--- config.mk ---
export PLATFORM = sky130hd
export DESIGN_NAME = kamikaze_rvc_expander
export DESIGN_NICKNAME = d
export VERILOG_FILES = /design/src/rtl/kamikaze_rvc_expander.sv
export SDC_FILE = /design/constraint.sdc
export NUM_CORES = 1
export LEC_CHECK = 0
export CAP_MARGIN = 0
export CORE_MARGIN = 2
export CORE_UTILIZATION = 52
export CTS_BUF_LIST = sky130_fd_sc_hd__clkbuf_4 sky130_fd_sc_hd__clkbuf_8
export DETAILED_ROUTE_END_ITERATION = 7
export PLACE_DENSITY = 0.82
export SLEW_MARGIN = 0
export SYNTH_ARGS = -nofsm -noshare
export SYNTH_HDL_FRONTEND = slang
export SYNTH_SLANG_ARGS = --single-unit
--- constraint.sdc ---
create_clock -name clk_i -period 2.2 [get_ports clk_i]
set_clock_uncertainty 0.2 [all_clocks]
set_input_delay 0.44 -clock clk_i [delete_from_list [all_inputs] [get_ports clk_i]]
set_output_delay 0.44 -clock clk_i [all_outputs]
set_load 0.02 [all_outputs]
--- src/rtl/kamikaze_rvc_expander.sv ---
// kamikaze_rvc_expander: RV32C expander stage with output reg + skid buffer.
// Define KAMIKAZE_RVC_EN to build RV32C expansion; else 16-bit words are illegal.
module kamikaze_rvc_expander #(
   parameter logic [31:0] RESET_PC = 32'h0000_0000
) (
   input  logic        clk_i,
   input  logic        rst_i,
   input  logic [31:0] ir_i,
   input  logic [31:0] pc_i,
   input  logic        valid_i,
   output logic        ready_o,
   output logic [31:0] ir_o,
   output logic [31:0] pc_o,
   output logic        compressed_o,
   output logic        illegal_o,
   output logic        valid_o,
   input  logic        ready_i,
   input  logic        flush_i
);

   typedef struct packed {
      logic [31:0] ir;
      logic [31:0] pc;
      logic        cmp;
      logic        ill;
   } ent_t;

   localparam ent_t RST_ENT = '{
      ir:  32'h0000_0013,
      pc:  RESET_PC,
      cmp: 1'b0,
      ill: 1'b0
   };

   logic        is_c;
   logic [31:0] exp_ir;
   logic        exp_ill;
   ent_t        in_ent;
   ent_t        or_q;
   ent_t        sr_q;
   logic        or_valid;
   logic        sr_valid;
   logic        accept;
   logic        pop;

   assign is_c = (ir_i[1:0] != 2'b11);

`ifdef KAMIKAZE_RVC_EN
   logic [15:0] c;
   logic [4:0]  rd;
   logic [4:0]  rs2;
   logic [4:0]  rdp;
   logic [4:0]  rs1p;
   logic [11:0] imm6;
   logic [11:0] a16;
   logic [20:1] jimm;
   logic [12:1] bimm;
   logic        bad;

   assign c    = ir_i[15:0];
   assign rd   = c[11:7];
   assign rs2  = c[6:2];
   assign rdp  = {2'b01, c[4:2]};
   assign rs1p = {2'b01, c[9:7]};
   assign imm6 = {{6{c[12]}}, c[12], c[6:2]};
   assign a16  = {{3{c[12]}}, c[4:3], c[5], c[2], c[6], 4'b0};
   assign jimm = {{9{c[12]}}, c[12], c[8], c[10:9], c[6],
                  c[7], c[2], c[11], c[5:3]};
   assign bimm = {{4{c[12]}}, c[12], c[6:5], c[2],
                  c[11:10], c[4:3]};

   always_comb begin
      exp_ir = ir_i;
      bad    = 1'b0;
      if (is_c) begin
         exp_ir = {16'h0, c};
         unique case ({c[15:13], c[1:0]})
            5'b000_00: begin
               exp_ir = {2'b00, c[10:7], c[12:11], c[5], c[6],
                         2'b00, 5'd2, 3'b000, rdp, 7'h13};
               bad    = (c[12:5] == 8'h00);
            end
            5'b010_00:
               exp_ir = {5'b0, c[5], c[12:10], c[6], 2'b00,
                         rs1p, 3'b010, rdp, 7'h03};
            5'b110_00:
               exp_ir = {5'b0, c[5], c[12], rdp, rs1p, 3'b010,
                         c[11:10], c[6], 2'b00, 7'h23};
            5'b000_01:
               exp_ir = {imm6, rd, 3'b000, rd, 7'h13};
            5'b001_01, 5'b101_01:
               exp_ir = {jimm[20], jimm[10:1], jimm[11],
                         jimm[19:12], 4'b0, ~c[15], 7'h6f};
            5'b010_01:
               exp_ir = {imm6, 5'd0, 3'b000, rd, 7'h13};
            5'b011_01: begin
               bad = ({c[12], c[6:2]} == 6'd0);
               if (rd == 5'd2)
                  exp_ir = {a16, 5'd2, 3'b000, 5'd2, 7'h13};
               else
                  exp_ir = {{14{c[12]}}, c[12], c[6:2], rd, 7'h37};
            end
            5'b100_01: begin
               unique case (c[11:10])
                  2'b00: begin
                     exp_ir = {7'h00, c[6:2], rs1p, 3'b101, rs1p, 7'h13};
                     bad    = c[12];
                  end
                  2'b01: begin
                     exp_ir = {7'h20, c[6:2], rs1p, 3'b101, rs1p, 7'h13};
                     bad    = c[12];
                  end
                  2'b10:
                     exp_ir = {imm6, rs1p, 3'b111, rs1p, 7'h13};
                  default: begin
                     bad = c[12];
                     unique case (c[6:5])
                        2'b00:   exp_ir = {7'h20, rdp, rs1p, 3'b000, rs1p, 7'h33};
                        2'b01:   exp_ir = {7'h00, rdp, rs1p, 3'b100, rs1p, 7'h33};
                        2'b10:   exp_ir = {7'h00, rdp, rs1p, 3'b110, rs1p, 7'h33};
                        default: exp_ir = {7'h00, rdp, rs1p, 3'b111, rs1p, 7'h33};
                     endcase
                  end
               endcase
            end
            5'b110_01, 5'b111_01:
               exp_ir = {bimm[12], bimm[10:5], 5'd0, rs1p, 2'b00, c[13],
                         bimm[4:1], bimm[11], 7'h63};
            5'b000_10: begin
               exp_ir = {7'h00, c[6:2], rd, 3'b001, rd, 7'h13};
               bad    = c[12];
            end
            5'b010_10: begin
               exp_ir = {4'b0, c[3:2], c[12], c[6:4], 2'b00,
                         5'd2, 3'b010, rd, 7'h03};
               bad    = (rd == 5'd0);
            end
            5'b100_10: begin
               if (!c[12] && rs2 == 5'd0) begin
                  exp_ir = {12'h0, rd, 3'b000, 5'd0, 7'h67};
                  bad    = (rd == 5'd0);
               end else if (!c[12]) begin
                  exp_ir = {7'h00, rs2, 5'd0, 3'b000, rd, 7'h33};
               end else if (rs2 == 5'd0 && rd == 5'd0) begin
                  exp_ir = 32'h0010_0073;
               end else if (rs2 == 5'd0) begin
                  exp_ir = {12'h0, rd, 3'b000, 5'd1, 7'h67};
               end else begin
                  exp_ir = {7'h00, rs2, rd, 3'b000, rd, 7'h33};
               end
            end
            5'b110_10:
               exp_ir = {4'b0, c[8:7], c[12], rs2, 5'd2, 3'b010,
                         c[11:9], 2'b00, 7'h23};
            default:
               bad = 1'b1;
         endcase
         if (bad)
            exp_ir = {16'h0, c};
      end
      exp_ill = bad;
   end
`else
   always_comb begin
      exp_ir  = is_c ? {16'h0, ir_i[15:0]} : ir_i;
      exp_ill = is_c;
   end
`endif

   assign in_ent = '{ir: exp_ir, pc: pc_i, cmp: is_c, ill: exp_ill};
   assign ready_o = ~sr_valid;
   assign accept  = valid_i & ready_o;
   assign pop     = or_valid & ready_i;

   // accept and pop-with-SR-full are exclusive since ready_o is low then
   always_ff @(posedge clk_i or negedge rst_i) begin
      if (!rst_i) begin
         or_valid <= 1'b0;
         sr_valid <= 1'b0;
         or_q     <= RST_ENT;
         sr_q     <= RST_ENT;
      end else if (flush_i) begin
         or_valid <= 1'b0;
         sr_valid <= 1'b0;
      end else if (pop && sr_valid) begin
         or_q     <= sr_q;
         sr_valid <= 1'b0;
      end else if (accept && (!or_valid || pop)) begin
         or_q     <= in_ent;
         or_valid <= 1'b1;
      end else if (accept) begin
         sr_q     <= in_ent;
         sr_valid <= 1'b1;
      end else if (pop) begin
         or_valid <= 1'b0;
      end
   end

   assign valid_o      = or_valid;
   assign ir_o         = or_q.ir;
   assign pc_o         = or_q.pc;
   assign compressed_o = or_q.cmp;
   assign illegal_o    = or_q.ill;

endmodule

==> results.yml <==
placement:
  gp_congestion: 0.7775
  place_area_um2: 7752
  dp_hpwl_um: 8491
  numPortBuffers: 136
  dp_slack_ns: -0.2645
synth:
  post_synth_num_cell_types: 20
  synth_area_um2: 6055
  synth.yosys.seq_area_share_pct: 54.68
  synth_warnings: 0
  synth_ff_type: "dfrtp_1"
  syn_inst: 381
  synth-async-reset-ratio_pct: 100.0
  synthesis.nets: 450
  synth_edf_count: 0
  avgSynthCellArea_um2: 15.89
  synth_seq_cells: 132
routing:
  routedWlPerCell_um: 17.56
  vias: 3638
  drtIter0Drc: 177
  via_per_inst: 5.235
  wl_um: 12210
  dr.pass1.iters: 4
  ant_nets: 0
  drc: 0
die:
  design.core.area_um2: 11370
  die_x_um: 111.9
  row_count: 39
  dieArea_um2: 12520
  ios: 137
  start_util_pct: 53.25
  die_y_um: 111.9
cells_and_area:
  drive_gt1_share_pct: 48.01
  multi_input_area_um2: 2589
  final.fill_count: 773
  regArea_um2: 3311
  layout_common_cells: "145 x mux2_2, 130 x clkdlybuf4s50_1, 126 x dfrtp_1"
  num_antenna_cells: 0
  final_area_um2: 8129
  final_nets: 608
  syn_to_final_growth_pct: 34.26
  layout_commonest_cell: "mux2_2"
pwr:
  p_leak_nw: 3.766
  ir_drop_mv: 0.6333
  powerDensity_nw_per_um2: 876.3
global_route:
  grt_use_total_pct: 20.73
  grt_pass1_vias: 4016
  grt_first_pass_wirelength_um: 20200
  overflow: 0
  grt_max_degree: 60
  grt_antenna_before_repair: 0
sta:
  setup_viol: 0
  setup_slack_ns: 0.09230
  rsz0062_at_grt: "false"
  tightest_slew_ns: 0.3898
  fmax_mhz: 474.5
  drv_slew: 0
  finalHoldViolCount: 0
  hold_ws_ns: 0.2555
  period_needed_ns: 2.108
  finalCritPeriodShare_pct: 95.80
  slew_headroom_pct: 74.01
setup_path:
  worstPathCellList: "or2_2 -> a211oi_4 -> buf_4 -> buf_4 -> mux2_2"
  critPathBufInv: 2
  path_delay_family: "flip-flops"
  path_class: "reg2reg"
  critPathLaunchType: "flop"
  cp_slowest_stage_delay_ns: 0.44
  slowest_stage: "dfrtp_1"
  r2r-end: "pc_o[20]$_DFFE_PN0P_"
  critPathRequiredTime_ns: 2.33
  crit_arrival_ns: 2.23
  worstPathMaxFanout: 7
  cp_common_cell: "buf_4"
  r2r-start: "sr_valid$_DFFE_PN0P_"
  reg2reg_depth: 5
  crit_path_end_kind: "flop"
  ff2ff_setup_slack_ns: 0.09
clock_tree:
  clock_sinks: 132
  worstSkewPairLatency_ns: 0.45
  cts_inserted_buffers: 17
  cts_tree: "done"
  clkTransAtPathRegs_ns: 0.07
  cts_root_buffer: "clkbuf_8"
  cts_buffer_depth: 2
  htreeDepth: 4
run:
  maxCapViolations: 0
worst_hold_path:
  hp-class: "in2async"
status:
  status: "finished clean"
state kept, by name (all words and copies together) (netlist names):
| signal | count |
|---|---|
| compressed_o | 1 |
| ir_o | 32 |
| pc_o | 32 |
| sr_q | 65 |
| sr_valid | 1 |
| valid_o | 1 |
through the flow:
stage | TNS (ns) | power, mW | utilization, % | cells
after floorplan | 0 | 4.341 | - | 381
final | 0 | 7.124 | 71.50 | 695
after global routing | 0 | 7.469 | 71.50 | 695
after global placement | -27.12 | 5.191 | 68.19 | 662
after CTS | 0 | 7.198 | 71.46 | 695
after detailed placement | -26.69 | 5.271 | 68.19 | 662
kinds of logic after synthesis:
group / Yosys count / share of synthesized area [%]
compound gates: 5 / 0.5786
buf+inv: 26 / 2.893
flops: 132 / 54.68
mux: 195 / 39.37
simple gates: 23 / 2.480
per-layer routing:
layer / part of all wire, % / track usage, %
met2: 49 / 33.74
met3: 5.8 / 7.186
met5: 0 / 0
met4: 1.2 / 6.420
met1: 44 / 26.31
worst max-delay path by stage:
stage	startpoint	to	slack [ns]	cells past startpoint
after floorplan	valid_o$_DFFE_PN0P_	ir_o[10]$_DFFE_PN0P_	0.13	5
after global placement	valid_i	ir_o[15]$_DFFE_PN0P_	-0.25	6
after detailed placement	valid_i	pc_o[29]$_DFFE_PN0P_	-0.26	6
after CTS	sr_valid$_DFFE_PN0P_	pc_o[29]$_DFFE_PN0P_	0.04	4
after global routing	sr_valid$_DFFE_PN0P_	pc_o[13]$_DFFE_PN0P_	0.03	5
final	sr_valid$_DFFE_PN0P_	pc_o[20]$_DFFE_PN0P_	0.09	5
cells in the mapped netlist, types with 2 or more instances:
library cell    n  area share [%]
buf_6           6             1.1
inv_1           2            0.12
nand2_1         2            0.12
dfstp_2         6             2.6
a21oi_1         2            0.17
mux2_4         50              12
buf_2           8            0.66
and3_1         16             1.7
dfrtp_1       126              52
buf_4           6            0.74
mux2_2        145              27
clkbuf_1        4            0.25
timing repair:
| action | CTS | global route |
|---|---|---|
| gates resized for setup | 5 | 1 |
| hold buffers | 1 | 0 |
| setup endpoints to repair | 5 | 25 |
| hold endpoints to repair | 26 | 0 |
| buffers inserted | 0 | 0 |
| pin swaps | 0 | 0 |
cell type report:
type | instances | area share, %
clock inverters | 6 | 0.6772
clock buffers | 26 | 3.863
inverters | 2 | 0.09235
flip-flops and latches | 132 | 40.73
well taps | 143 | 2.201
repair buffers | 163 | 20.59
multi-input cells | 223 | 31.85
where the power goes:
part / leakage (nW) / internal, mW / switching (mW)
sequential: 1.62 / 2.99 / 0.293
combinational: 1.94 / 1.17 / 0.763
clock: 0.202 / 1.03 / 0.880
Note: power is estimated with default switching activity, not from simulation.
